===== src/rtl/core_csr_pkg.sv =====
// Shared types and constants for the CSR fabric.
// Holds the access FSM state enum, error read pattern and select-width helper.
package core_csr_pkg;

    typedef enum logic [1:0] {
        ST_IDLE,
        ST_ISSUE,
        ST_WAIT,
        ST_DONE
    } csr_state_e;

    localparam logic [31:0] CSR_ERR_DATA = 32'hBADC_0DE5;

    function automatic int sel_width(input int msb, input int lsb);
        return msb - lsb + 1;
    endfunction

endpackage


===== src/rtl/core_csr_fabric_if.sv =====
// Avalon-MM CSR port between the HPS-side master and the fabric.
// Ports: address/write/read/writedata from master; readdata/waitrequest back.
interface core_csr_fabric_if #(
    parameter int ADDR_WIDTH = 18
);
    import core_csr_pkg::*;

    logic [ADDR_WIDTH-1:0] address;
    logic                  write;
    logic                  read;
    logic [31:0]           writedata;
    logic [31:0]           readdata;
    logic                  waitrequest;

    modport master (
        output address, write, read, writedata,
        input  readdata, waitrequest
    );

    modport slave (
        input  address, write, read, writedata,
        output readdata, waitrequest
    );

endinterface


===== src/rtl/core_csr_timeout.sv =====
// Loadable up-counter bounding how long the fabric waits for a slave ack.
// Ports: clk, reset_n, load (clear), en (count), tc (last allowed cycle).
module core_csr_timeout #(
    parameter int TIMEOUT_CYCLES = 255
) (
    input  logic clk,
    input  logic reset_n,
    input  logic load,
    input  logic en,
    output logic tc
);
    localparam int CW = $clog2(TIMEOUT_CYCLES + 1);

    logic [CW-1:0] count;

    always_ff @(posedge clk or negedge reset_n) begin
        if (!reset_n) begin
            count <= '0;
        end else if (load) begin
            count <= '0;
        end else if (en) begin
            count <= count + 1'b1;
        end
    end

    // Count is 0 in the strobe cycle, so TIMEOUT_CYCLES-1 marks the
    // final cycle in which an ack is still accepted.
    assign tc = (count == CW'(TIMEOUT_CYCLES - 1));

endmodule


===== src/rtl/core_csr_fabric.sv =====
// CSR fabric: decodes the select field, strobes one slave, waits for its ack.
// Ports: clk, reset_n, avs (Avalon slave), slv_* fan-out, err_* sticky status.
module core_csr_fabric
    import core_csr_pkg::*;
#(
    parameter int          ADDR_WIDTH     = 18,
    parameter int          SEL_MSB        = 17,
    parameter int          SEL_LSB        = 15,
    parameter int          NUM_SLAVES     = 4,
    parameter int          TIMEOUT_CYCLES = 255,
    parameter logic [31:0] ERR_DATA       = CSR_ERR_DATA
) (
    input  logic                       clk,
    input  logic                       reset_n,
    core_csr_fabric_if.slave           avs,
    output logic [SEL_LSB-1:0]         slv_address,
    output logic [31:0]                slv_writedata,
    output logic [NUM_SLAVES-1:0]      slv_write,
    output logic [NUM_SLAVES-1:0]      slv_read,
    input  logic [32*NUM_SLAVES-1:0]   slv_readdata,
    input  logic [NUM_SLAVES-1:0]      slv_ack,
    input  logic                       err_clear,
    output logic                       err_sticky,
    output logic [ADDR_WIDTH-1:0]      err_addr,
    output logic                       err_timeout
);
    localparam int SW = sel_width(SEL_MSB, SEL_LSB);

    csr_state_e state_q, state_d;

    logic [SW-1:0]         req_sel;
    logic [NUM_SLAVES-1:0] req_oh;
    logic [NUM_SLAVES-1:0] sel_oh_q;
    logic [ADDR_WIDTH-1:0] addr_q;
    logic                  is_wr_q;
    logic                  mapped;
    logic                  busy;
    logic                  ack_hit;
    logic                  cnt_load;
    logic                  cnt_tc;
    logic                  done_ok;
    logic                  err_now;
    logic [31:0]           rd_mux;

    assign req_sel = avs.address[SEL_MSB:SEL_LSB];

    // Select decoded to one-hot; an unmapped select yields all zeros.
    always_comb begin
        req_oh = '0;
        for (int i = 0; i < NUM_SLAVES; i++) begin
            req_oh[i] = (int'(req_sel) == i);
        end
    end

    always_comb begin
        rd_mux = '0;
        for (int i = 0; i < NUM_SLAVES; i++) begin
            rd_mux |= slv_readdata[32*i +: 32] & {32{sel_oh_q[i]}};
        end
    end

    assign mapped  = |sel_oh_q;
    assign busy    = (state_q == ST_ISSUE) || (state_q == ST_WAIT);
    assign ack_hit = |(slv_ack & sel_oh_q);
    assign done_ok = busy && ack_hit;
    assign err_now = ((state_q == ST_ISSUE) && !mapped)
                   || (busy && mapped && !ack_hit && cnt_tc);

    always_ff @(posedge clk or negedge reset_n) begin
        if (!reset_n) begin
            state_q <= ST_IDLE;
        end else begin
            state_q <= state_d;
        end
    end

    always_comb begin
        state_d  = state_q;
        cnt_load = 1'b0;
        unique case (state_q)
            ST_IDLE: begin
                if (avs.write || avs.read) begin
                    state_d  = ST_ISSUE;
                    cnt_load = 1'b1;
                end
            end
            ST_ISSUE: begin
                if (done_ok || err_now) state_d = ST_DONE;
                else                    state_d = ST_WAIT;
            end
            ST_WAIT: begin
                if (done_ok || err_now) state_d = ST_DONE;
            end
            ST_DONE: state_d = ST_IDLE;
            default: state_d = ST_IDLE;
        endcase
    end

    core_csr_timeout #(
        .TIMEOUT_CYCLES(TIMEOUT_CYCLES)
    ) u_timeout (
        .clk    (clk),
        .reset_n(reset_n),
        .load   (cnt_load),
        .en     (busy),
        .tc     (cnt_tc)
    );

    assign avs.waitrequest = (state_q != ST_DONE);

    always_ff @(posedge clk or negedge reset_n) begin
        if (!reset_n) begin
            addr_q        <= '0;
            is_wr_q       <= 1'b0;
            sel_oh_q      <= '0;
            slv_address   <= '0;
            slv_writedata <= '0;
            slv_write     <= '0;
            slv_read      <= '0;
            avs.readdata  <= '0;
        end else begin
            slv_write <= '0;
            slv_read  <= '0;
            if ((state_q == ST_IDLE) && (avs.write || avs.read)) begin
                addr_q        <= avs.address;
                is_wr_q       <= avs.write;
                sel_oh_q      <= req_oh;
                slv_address   <= avs.address[SEL_LSB-1:0];
                slv_writedata <= avs.writedata;
                if (avs.write) slv_write <= req_oh;
                else           slv_read  <= req_oh;
            end
            if (done_ok) begin
                avs.readdata <= is_wr_q ? 32'h0 : rd_mux;
            end else if (err_now) begin
                avs.readdata <= ERR_DATA;
            end
        end
    end

    // A new error beats a simultaneous clear and reloads the fields.
    always_ff @(posedge clk or negedge reset_n) begin
        if (!reset_n) begin
            err_sticky  <= 1'b0;
            err_addr    <= '0;
            err_timeout <= 1'b0;
        end else if (err_now) begin
            err_sticky <= 1'b1;
            if (!err_sticky || err_clear) begin
                err_addr    <= addr_q;
                err_timeout <= mapped;
            end
        end else if (err_clear) begin
            err_sticky  <= 1'b0;
            err_addr    <= '0;
            err_timeout <= 1'b0;
        end
    end

endmodule


===== src/flat_wrapper.sv =====
// flat-port wrapper written by rule: the top's interface ports become plain ports
module core_csr_fabric_flat import core_csr_pkg::*;
#(
    parameter int          ADDR_WIDTH     = 18,
    parameter int          SEL_MSB        = 17,
    parameter int          SEL_LSB        = 15,
    parameter int          NUM_SLAVES     = 4,
    parameter int          TIMEOUT_CYCLES = 255,
    parameter logic [31:0] ERR_DATA       = CSR_ERR_DATA
)
  (clk, reset_n, slv_address, slv_writedata, slv_write, slv_read, slv_readdata, slv_ack, err_clear, err_sticky, err_addr, err_timeout, avs_address, avs_write, avs_read, avs_writedata, avs_readdata, avs_waitrequest);
  core_csr_fabric_if #(.ADDR_WIDTH(ADDR_WIDTH)) avs_i ();
  input  logic clk;
  input  logic reset_n;
  output logic [SEL_LSB-1:0] slv_address;
  output logic [31:0] slv_writedata;
  output logic [NUM_SLAVES-1:0] slv_write;
  output logic [NUM_SLAVES-1:0] slv_read;
  input  logic [32*NUM_SLAVES-1:0] slv_readdata;
  input  logic [NUM_SLAVES-1:0] slv_ack;
  input  logic err_clear;
  output logic err_sticky;
  output logic [ADDR_WIDTH-1:0] err_addr;
  output logic err_timeout;
  input wire logic [$bits(avs_i.address)-1:0] avs_address;
  input wire logic [$bits(avs_i.write)-1:0] avs_write;
  input wire logic [$bits(avs_i.read)-1:0] avs_read;
  input wire logic [$bits(avs_i.writedata)-1:0] avs_writedata;
  output wire logic [$bits(avs_i.readdata)-1:0] avs_readdata;
  output wire logic [$bits(avs_i.waitrequest)-1:0] avs_waitrequest;
  assign avs_i.address = avs_address;
  assign avs_i.write = avs_write;
  assign avs_i.read = avs_read;
  assign avs_i.writedata = avs_writedata;
  assign avs_readdata = avs_i.readdata;
  assign avs_waitrequest = avs_i.waitrequest;
  core_csr_fabric #(.ADDR_WIDTH(ADDR_WIDTH), .SEL_MSB(SEL_MSB), .SEL_LSB(SEL_LSB), .NUM_SLAVES(NUM_SLAVES), .TIMEOUT_CYCLES(TIMEOUT_CYCLES), .ERR_DATA(ERR_DATA)) u_core (.clk(clk), .reset_n(reset_n), .avs(avs_i), .slv_address(slv_address), .slv_writedata(slv_writedata), .slv_write(slv_write), .slv_read(slv_read), .slv_readdata(slv_readdata), .slv_ack(slv_ack), .err_clear(err_clear), .err_sticky(err_sticky), .err_addr(err_addr), .err_timeout(err_timeout));
endmodule

===== config.mk =====
export PLATFORM = sky130hd
export DESIGN_NAME = core_csr_fabric_flat
export DESIGN_NICKNAME = d
export VERILOG_FILES = /design/src/rtl/core_csr_pkg.sv /design/src/rtl/core_csr_fabric_if.sv /design/src/rtl/core_csr_timeout.sv /design/src/rtl/core_csr_fabric.sv /design/src/flat_wrapper.sv
export SDC_FILE = /design/constraint.sdc
export NUM_CORES = 1
export LEC_CHECK = 0
export CORE_UTILIZATION = 43
export DETAILED_ROUTE_END_ITERATION = 10
export GPL_ROUTABILITY_DRIVEN = 0
export GPL_TIMING_DRIVEN = 1
export PLACE_DENSITY = 0.86
export SYNTH_ARGS = -nofsm -noshare
export SYNTH_HDL_FRONTEND = slang
export SYNTH_SLANG_ARGS = --single-unit

===== constraint.sdc =====
create_clock -name clk -period 5.05 [get_ports clk]
set_input_delay 1.01 -clock clk [delete_from_list [all_inputs] [get_ports clk]]
set_output_delay 1.01 -clock clk [all_outputs]
set_load 0.01 [all_outputs]

==> results.json, run 1 <==
{
  "slew_headroom_pct": 17.4,
  "drt_iter0_markers": 446,
  "skew_ps": 8.57,
  "tritoncts": "done",
  "nFillCells": 896,
  "cp_max_fo": 36,
  "ys_ff_latch": 125,
  "vdd_drop_max_mv": 0.313,
  "hold_viol_final": 0,
  "antenna_found_initial": 1,
  "worst_slew_pin_slew_ps": 1230,
  "drive_gt1_share_pct": 5.41,
  "wl_per_cell_um": 19.3,
  "synth_top_family_by_area": "compound AO/OA/AOI/OAI gates",
  "grt_max_degree": 91,
  "grt.overflow.total": 0,
  "synth_adder_area_share_pct": 1.31,
  "clock-sinks": 125,
  "cp.arrival_ps": 3330,
  "synth_area_per_cell_um2": 9.90,
  "grt_pass1_vias": 5830,
  "end_kind": "register",
  "portBuffers": 294,
  "fmax_ghz": 0.330,
  "drc": 0,
  "area_growth_pct": 61.3,
  "cts_resized": 0,
  "yosysTopAreaCell": "dfrtp_1",
  "finalMaxSlewViolations": 0,
  "syn-cell-area_um2": 5720,
  "synth.net_count": 771,
  "reg2reg_depth": 7,
  "ios": 295,
  "ys_seq_area_share_pct": 54.7,
  "cts_hold_buf": 0,
  "p_sw_mw": 2.11,
  "crit_path_end": "u_core.err_addr[13]",
  "netlist.area_leader.share_pct": 54.7,
  "dp_hpwl_mm": 13.9,
  "drtPass1Iterations": 4,
  "layout_min_cycle_time_ps": 3030,
  "min_from": "u_core.slv_writedata[20]",
  "synth_compound_area_share_pct": 20.7,
  "yosys.cell_types.count": 37,
  "synth.area.mux_share_pct": 0.962,
  "powerDensity_nw_per_um2": 609,
  "std_cell_rows": 41,
  "pwr-share-seq_pct": 31.3,
  "h-tree-depth": 4,
  "cp-start-kind": "input pin",
  "min_period_over_period_pct": 60.1,
  "power_frac_comb_pct": 47.8,
  "p_int_mw": 3.51,
  "r2r_start": "u_core.sel_oh_q[2]",
  "p_clk_share_pct": 20.8,
  "die_width_um": 117,
  "required_ps": 5350,
  "numCtsBuffers": 17,
  "synthTopCellsByArea": "dfrtp_1 55%, nand2_1 12%, a22o_1 7.7%",
  "viasPerCell": 5.60,
  "post-cts-setup-buffers": 0,
  "grt_setup_unrepaired": "false",
  "clockRootBuffer": "clkbuf_16",
  "grt_usage_pct": 29.0,
  "nets": 1031,
  "power_switching_share_pct": 37.5,
  "outcome": "finished, final reports clean",
  "start_util_pct": 44.8,
  "tns_ps": 0,
  "grt_pass1_wl_mm": 30.9,
  "synth_xor_area_share_pct": 1.07,
  "ff2ff_setup_slack_ps": 2060,
  "synth-simple-area-share_pct": 15.5,
  "num_vias": 5738,
  "antenna_left": 0,
  "die_area_um2": 13800,
  "hold_path.class": "register to register",
  "leakagePower_nw": 3.99,
  "finalSetupViolCount": 0,
  "coreArea_um2": 12800,
  "path_clk_slew_ps": 60,
  "clock_latency_ps": 420,
  "syn-instance-count": 578,
  "die_y_um": 117,
  "post-route-util_pct": 72.3,
  "r2r-end": "u_core.err_addr[13]",
  "clockBufferDepth": 2,
  "drt_wl_total_mm": 19.7,
  "cp-startpoint": "slv_ack[2]",
  "critical_path_class": "input pin to register",
  "cap_violations": 0,
  "yosys_warnings": 0
}
state kept, by name (all words and copies together), names as in the netlist:
| register | cells |
|---|---|
| u_core.addr_q | 18 |
| u_core.err_sticky | 1 |
| u_core.is_wr_q | 1 |
| u_core.slv_write | 4 |
| u_core.avs.readdata | 32 |
| u_core.sel_oh_q | 4 |
| u_core.err_timeout | 1 |
| u_core.slv_writedata | 32 |
| u_core.err_addr | 18 |
| u_core.slv_read | 4 |
| u_core.u_timeout.count | 8 |
| u_core.state_q | 2 |
power by group through the flow:
stage	Sequential [mW]	Combinational, mW	Clock, mW
after floorplan	1.80	1.42	0
after global placement	1.73	2.59	0
after detailed placement	1.76	2.67	0
after CTS	1.76	2.70	1.18
after global routing	1.81	2.90	1.23
final	1.76	2.69	1.17
cell usage in the layout, fill, tap and decap left out, types with 6 or more instances in the layout:
cell,netlist,routed
nand2_1,178,178
o31a_1,18,18
ha_1,6,6
buf_4,16,9
xor2_1,6,6
o21ai_0,26,26
o32ai_1,15,15
a22o_1,50,50
a221oi_1,32,32
clkbuf_16,0,17
clkdlybuf4s50_1,0,293
inv_1,8,8
nor2_1,17,17
dfrtp_1,125,125
worst min-delay path by stage:
stage                                to  cells after the start
4_1_cts         u_core.slv_writedata[8]                      2
2_1_floorplan         u_core.addr_q[15]                      2
5_1_grt        u_core.slv_writedata[28]                      2
3_3_place_gp    u_core.slv_writedata[3]                      2
3_5_place_dp    u_core.slv_writedata[7]                      2
6_report       u_core.slv_writedata[20]                      2
cell usage after synthesis:
library cell and number:
nand2_1 178, dfrtp_1 125, a22o_1 50, clkbuf_1 38
a221oi_1 32, o21ai_0 26, o31a_1 18, nor2_1 17
buf_4 16, o32ai_1 15, inv_1 8, ha_1 6
xor2_1 6, buf_2 4, nand2b_1 4, nor3_1 4
nand3_1 3, nand4_1 3, a22oi_1 2, and2_1 2
and4_1 2, buf_1 2, mux2_2 2, o31ai_1 2
a21oi_1 1, a21oi_2 1, and3_1 1, buf_6 1
mux2i_1 1, mux2i_4 1, nand3b_1 1, nor2b_1 1
nor4_1 1, o21ai_1 1, or3_1 1, or4_4 1
xnor2_1 1
final cells by class:
| cell class | instances | area (µm²) | area share, % |
|---|---|---|---|
| diodes | 1 | 2.50 | 0.0271 |
| clock buffers | 23 | 488 | 5.29 |
| clock inverters | 9 | 85.1 | 0.922 |
| inverters | 8 | 30.0 | 0.325 |
| multi-input cells | 384 | 2280 | 24.7 |
| flip-flops and latches | 125 | 3130 | 33.9 |
| well taps | 172 | 215 | 2.33 |
| repair buffers | 302 | 3000 | 32.5 |
critical path, cell delays in order:
cell	delay, ps
clkdlybuf4s50_1	400
a22oi_1	370
nand4_1	280
mux2i_4	210
buf_4	390
a21oi_2	330
a22o_1	330
stage by stage:
| step | worst slack (ps) | cells | area, µm² | hold WS, ps | power, mW |
|---|---|---|---|---|---|
| final | 2020 | 1024 | 9230 | 470 | 5.62 |
| after global routing | 1870 | 1024 | 9230 | 498 | 5.94 |
| after CTS | 2040 | 1023 | 9230 | 477 | 5.64 |
| after detailed placement | 1660 | 991 | 8650 | 461 | 4.43 |
| after global placement | 1740 | 991 | 8650 | 457 | 4.32 |
| after floorplan | 2740 | 578 | 5720 | 447 | 3.23 |
layer usage:
metal / global-route usage [%] / share of wire (%) / up-vias / wire, µm
met5: 0 / 0 / - / 0
met4: 13.6 / 3.9 / 0 / 761
met3: 7.73 / 7.5 / 59 / 1480
met2: 51.4 / 51 / 304 / 10000
met1: 32.1 / 38 / 2817 / 7480
li1: - / - / 2558 / -
cell families (layout without fill, tap and decap cells):
| kind of cell | count (synthesis) | after routing |
|---|---|---|
| AO/OA/AOI/OAI | 148 | 148 |
| other | 0 | 1 |
| buffers and inverters | 69 | 342 |
| AND/OR/NAND/NOR | 219 | 219 |
| flip-flops | 125 | 125 |
| XOR/XNOR | 7 | 7 |
| adder cells (fa/ha/maj) | 6 | 6 |
| multiplexers | 4 | 4 |
Note: power is estimated with default switching activity, not from simulation.
==> run 2, diff against run 1 <==
--- a/config.mk
+++ b/config.mk
@@ -5,11 +5,11 @@
 export SDC_FILE = /design/constraint.sdc
 export NUM_CORES = 1
 export LEC_CHECK = 0
-export CORE_UTILIZATION = 43
+export CORE_UTILIZATION = 40
 export DETAILED_ROUTE_END_ITERATION = 10
 export GPL_ROUTABILITY_DRIVEN = 0
 export GPL_TIMING_DRIVEN = 1
-export PLACE_DENSITY = 0.86
+export PLACE_DENSITY = 0.81
 export SYNTH_ARGS = -nofsm -noshare
 export SYNTH_HDL_FRONTEND = slang
 export SYNTH_SLANG_ARGS = --single-unit
==> constraint.sdc (replaced) <==
create_clock -name clk -period 3.14 [get_ports clk]
set_input_delay 0.628 -clock clk [delete_from_list [all_inputs] [get_ports clk]]
set_output_delay 0.628 -clock clk [all_outputs]
set_load 0.01 [all_outputs]
==> run 2 against run 1 <==
Net effect:
- first-iteration DRC count decreased by 34%
- sequential share of layout area decreased by 0.59 points
- combinational power increased by 62%
- global-route usage decreased by 2.5 points
- non-clock buffer count increased by 5
- critical path type is now register to register
- critical endpoint is now u_core.err_addr[6]
- largest cell class unchanged
- highest routed layer unchanged
==> results.json, run 2 (synthesized netlist as in run 1, its figures left out) <==
{
  "start_util_pct": 41.1,
  "layout_common_cells": "293 x clkdlybuf4s50_1, 178 x nand2_1, 125 x dfrtp_1",
  "post-cts-setup-buffers": 0,
  "pwr-share-seq_pct": 30.3,
  "antenna_found_initial": 1,
  "drt_iter0_markers": 293,
  "reg2reg_depth": 9,
  "viasPerCell": 5.33,
  "crit_path_end": "u_core.err_addr[6]",
  "p_int_mw": 6.07,
  "drc": 0,
  "tns_ps": 0,
  "worst_slew_pin_slew_ps": 1130,
  "drtPass1Iterations": 4,
  "clock-sinks": 125,
  "power_mw": 9.44,
  "nFillCells": 1056,
  "layout_min_cycle_time_ps": 2580,
  "cp.arrival_ps": 2920,
  "grt_max_degree": 126,
  "finalSetupViolCount": 0,
  "path_clk_slew_ps": 60,
  "clockBufferDepth": 2,
  "critical_path_class": "register to register",
  "power_frac_comb_pct": 46.2,
  "r2r_start": "u_core.state_q[0]",
  "layout_commonest_cell": "clkdlybuf4s50_1",
  "cap_violations": 0,
  "clock_latency_ps": 420,
  "powerDensity_nw_per_um2": 1000,
  "coreArea_um2": 13900,
  "p_sw_mw": 3.37,
  "cts_resized": 0,
  "dp_hpwl_mm": 14.2,
  "ios": 295,
  "nets": 1036,
  "leakagePower_nw": 4.08,
  "r2r-end": "u_core.err_addr[6]",
  "num_vias": 5526,
  "h-tree-depth": 4,
  "numCtsBuffers": 17,
  "required_ps": 3480,
  "grt.overflow.total": 0,
  "wl_per_cell_um": 18.6,
  "vdd_drop_max_mv": 0.602,
  "antenna_left": 0,
  "die_y_um": 122,
  "die_area_um2": 14800,
  "portBuffers": 294,
  "outcome": "finished, final reports clean",
  "grt_setup_unrepaired": "false",
  "hold_viol_final": 0,
  "area_growth_pct": 64.2,
  "die_width_um": 122,
  "drt_wl_total_mm": 19.3,
  "p_clk_share_pct": 23.5,
  "grt_usage_pct": 26.4,
  "slew_headroom_pct": 24.5,
  "grt_pass1_vias": 5641,
  "std_cell_rows": 43,
  "cp_max_fo": 18,
  "grt_pass1_wl_mm": 29.5,
  "power_switching_share_pct": 35.7,
  "cts_hold_buf": 0,
  "min_period_over_period_pct": 82.1,
  "drive_gt1_share_pct": 5.96,
  "finalMaxSlewViolations": 0,
  "hold_path.class": "input pin to async pin",
  "clockRootBuffer": "clkbuf_16",
  "cp-start-kind": "register",
  "skew_ps": 12.2,
  "end_kind": "register",
  "reg.largest.list": "u_core.avs.readdata: 32 flops, u_core.slv_writedata: 32 flops",
  "ff2ff_setup_slack_ps": 560,
  "cp-startpoint": "u_core.state_q[0]",
  "fmax_ghz": 0.388,
  "tritoncts": "done"
}
==> run 2: cell types whose count changed in the layout (fill, tap and decap cells not counted), sizes merged <==
cell      change
clkinv        +1
bufinv        +5
clkbuf        -2
inv           -1
buf           +5
clkinvlp      -3
==> run 2: worst min-delay path by stage <==
stage / slack, ps / startpoint / endpoint / cells past startpoint
final: 380 / reset_n / u_core.avs.readdata[22] / 1
after global routing: 500 / reset_n / u_core.avs.readdata[19] / 1
after CTS: 460 / reset_n / u_core.avs.readdata[19] / 1
after detailed placement: 460 / u_core.slv_writedata[19] / u_core.slv_writedata[19] / 2
after global placement: 460 / u_core.slv_writedata[23] / u_core.slv_writedata[23] / 2
after floorplan: 330 / reset_n / u_core.addr_q[0] / 0
==> run 2: final cells by class <==
type / instances / area (µm²) / area share, %
sequential: 125 / 3130 / 33.3
multi-input combinational: 384 / 2280 / 24.3
tap: 180 / 225 / 2.40
clock buffer: 21 / 460 / 4.90
timing repair buffer: 307 / 3050 / 32.5
inverter: 8 / 30.0 / 0.320
clock inverter: 11 / 213 / 2.26
antenna: 1 / 2.50 / 0.0266
==> run 2: worst max-delay path, stage by stage, from the launching register on <==
cell	delay (ps)
dfrtp_1	440
inv_1	110
ha_1	470
and4_1	310
nand4_1	170
mux2i_4	210
buf_4	260
and2_1	150
buf_4	220
a22o_1	170
==> run 2: metrics by stage <==
step | hold slack, ps | worst slack (ps) | util, % | instance area, µm² | instances
after floorplan | 332 | 890 | - | 5720 | 578
after global placement | 456 | 589 | 62.6 | 8720 | 1004
after detailed placement | 462 | 501 | 62.6 | 8720 | 1004
after CTS | 456 | 563 | 67.4 | 9390 | 1036
after global routing | 498 | 360 | 67.4 | 9390 | 1037
final | 383 | 562 | 67.4 | 9390 | 1037
==> run 2: layer usage <==
| layer | routed length, µm | global-route usage, % |
|---|---|---|
| met3 | 1710 | 8.47 |
| met4 | 600 | 12.7 |
| met2 | 9780 | 46.2 |
| met1 | 7210 | 28.9 |
| met5 | 0 | 0 |
==> run 2: power groups by stage <==
stage	clock (mW)	sequential (mW)	combinational, mW
after global placement	0	2.84	4.21
final	2.22	2.86	4.36
after CTS	2.26	2.86	4.39
after global routing	2.33	2.95	4.74
after detailed placement	0	2.87	4.37
after floorplan	0	2.90	2.29
==> run 3, diff against run 2 <==
==> constraint.sdc (replaced) <==
create_clock -name clk -period 2.6 [get_ports clk]
set_input_delay 0.52 -clock clk [delete_from_list [all_inputs] [get_ports clk]]
set_output_delay 0.52 -clock clk [all_outputs]
set_load 0.01 [all_outputs]
==> run 3 against run 2 <==
Net effect:
- register-to-register slack worse by 400 ps
- design area shrank 0.55%
- setup slack got worse by 400 ps
- fmax is 5.9% higher
- non-clock buffer count up 1
- sequential power increased by 19%
- critical path depth shrank 2
- sequential share of layout area is 0.18 points higher
- via count is 1.0% higher
- worst hold slack worse by 380 ps
- clock-buffer cell count up 3
- utilization shrank 0.37 points
- critical endpoint is now u_core.err_addr[12]
- largest power group unchanged
==> results.json, run 3 (synthesized netlist as in run 1, its figures left out) <==
{
  "outcome": "finished, final reports clean",
  "cp_max_fo": 18,
  "num_vias": 5583,
  "dp_hpwl_mm": 14.0,
  "finalSetupViolCount": 0,
  "start_util_pct": 41.1,
  "portBuffers": 294,
  "critPathSlowestCell": "a21oi_2",
  "slew_headroom_pct": 31.8,
  "grt_usage_pct": 27.0,
  "critPathTopFamily": "compound AO/OA/AOI/OAI gates",
  "reg.largest.list": "u_core.avs.readdata: 32 flops, u_core.slv_writedata: 32 flops",
  "hold_viol_final": 0,
  "clockBufferDepth": 2,
  "seq_area_um2": 3130,
  "final_area_um2": 9340,
  "min_period_over_period_pct": 93.6,
  "cts_hold_buf": 0,
  "tritoncts": "done",
  "layout_common_cells": "293 x clkdlybuf4s50_1, 178 x nand2_1, 125 x dfrtp_1",
  "clock_latency_ps": 410,
  "die_y_um": 122,
  "drc": 0,
  "vdd_drop_max_mv": 0.747,
  "area_growth_pct": 63.3,
  "grt.overflow.total": 0,
  "cap_violations": 0,
  "antenna_left": 0,
  "viasPerCell": 5.38,
  "drtPass1Iterations": 4,
  "drive_gt1_share_pct": 5.84,
  "cp.buffers_inverters": 1,
  "grt_pass1_vias": 5985,
  "multi_input_area_um2": 2280,
  "required_ps": 2930,
  "post-cts-setup-buffers": 0,
  "grt_max_degree": 62,
  "placed_cells": 1005,
  "ios": 295,
  "cts_resized": 0,
  "nets": 1037,
  "leakagePower_nw": 4.06,
  "coreArea_um2": 13900,
  "stdcell_count": 1037,
  "layout_commonest_cell": "clkdlybuf4s50_1",
  "cp.arrival_ps": 2770,
  "wl_per_cell_um": 18.6,
  "nFillCells": 1039,
  "std_cell_rows": 43,
  "place_area_um2": 8740,
  "die_width_um": 122,
  "crit_chain": "inv_1 > ha_1 > and4_1 > nand4_1 > mux2i_4 > a21oi_2 > a22o_1",
  "grt_setup_unrepaired": "false",
  "die_area_um2": 14800,
  "clock-sinks": 125,
  "tns_ps": 0,
  "finalMaxSlewViolations": 0,
  "h-tree-depth": 4,
  "cpPeakStageDelay_ps": 680,
  "clockRootBuffer": "clkbuf_16",
  "grt_pass1_wl_mm": 30.3,
  "powerDensity_nw_per_um2": 1190,
  "end_kind": "register",
  "fmax_ghz": 0.411,
  "layout_min_cycle_time_ps": 2430,
  "hold_path.class": "input pin to async pin",
  "drt_iter0_markers": 300,
  "cp-start-kind": "register",
  "antenna_found_initial": 1,
  "skew_ps": 11.6,
  "drt_wl_total_mm": 19.3,
  "critical_path_class": "register to register",
  "path_clk_slew_ps": 50,
  "numCtsBuffers": 17,
  "worst_slew_pin_slew_ps": 1020
}
run 3: cell count changes in the layout (fill, tap and decap cells not counted):
cell | previous run | this run
bufinv_16 | 6 | 3
clkbuf_8 | 2 | 4
clkinv_4 | 2 | 0
buf_12 | 1 | 2
clkbuf_1 | 2 | 3
clkinv_2 | 3 | 4
run 3: worst paths after layout:
check                                           to  depth (start not counted)                    start  slack, ps
max in group asynchronous        u_core.addr_q[11]                          2                  reset_n       1850
hold / removal             u_core.avs.readdata[22]                          1                  reset_n          2
setup / recovery               u_core.err_addr[12]                          7        u_core.state_q[0]        170
hold reg to reg            u_core.slv_writedata[7]                          2  u_core.slv_writedata[7]        470
min in group clk           u_core.slv_writedata[7]                          2  u_core.slv_writedata[7]        470
setup reg to reg               u_core.err_addr[12]                          7        u_core.state_q[0]        170
run 3: through the flow:
step | hold WS [ps] | util [%] | worst slack [ps] | power [mW]
floorplan | 224 | - | 350 | 6.27
global placement | 430 | 62.7 | 186 | 8.52
detailed placement | 437 | 62.7 | 123 | 8.72
CTS | 2.56 | 67.0 | 153 | 11.2
global route | 10.8 | 67.0 | 4.87 | 11.8
finish | 1.64 | 67.0 | 166 | 11.1
run 3: power breakdown:
group / total (mW) / leakage, nW / switching, mW / internal [mW]
clock network: 2.40 / 0.300 / 0.798 / 1.60
logic: 5.31 / 2.18 / 2.60 / 2.71
registers: 3.39 / 1.58 / 0.614 / 2.77
total: 11.1 / 4.06 / 4.01 / 7.08
run 3: layer usage:
layer	wire, µm	track usage (%)	share of wire, %
met3	1550	8.01	8.0
met5	0	0	0
met4	472	11.7	2.4
met1	7310	29.3	38
met2	9930	48.4	52
run 3: cell type report:
type                       instances  area share, %
clock inverter                     7           1.18
tap                              180           2.41
multi-input combinational        384           24.4
antenna                            1         0.0268
clock buffer                      24           5.26
inverter                           8          0.321
timing repair buffer             308           32.9
sequential                       125           33.5
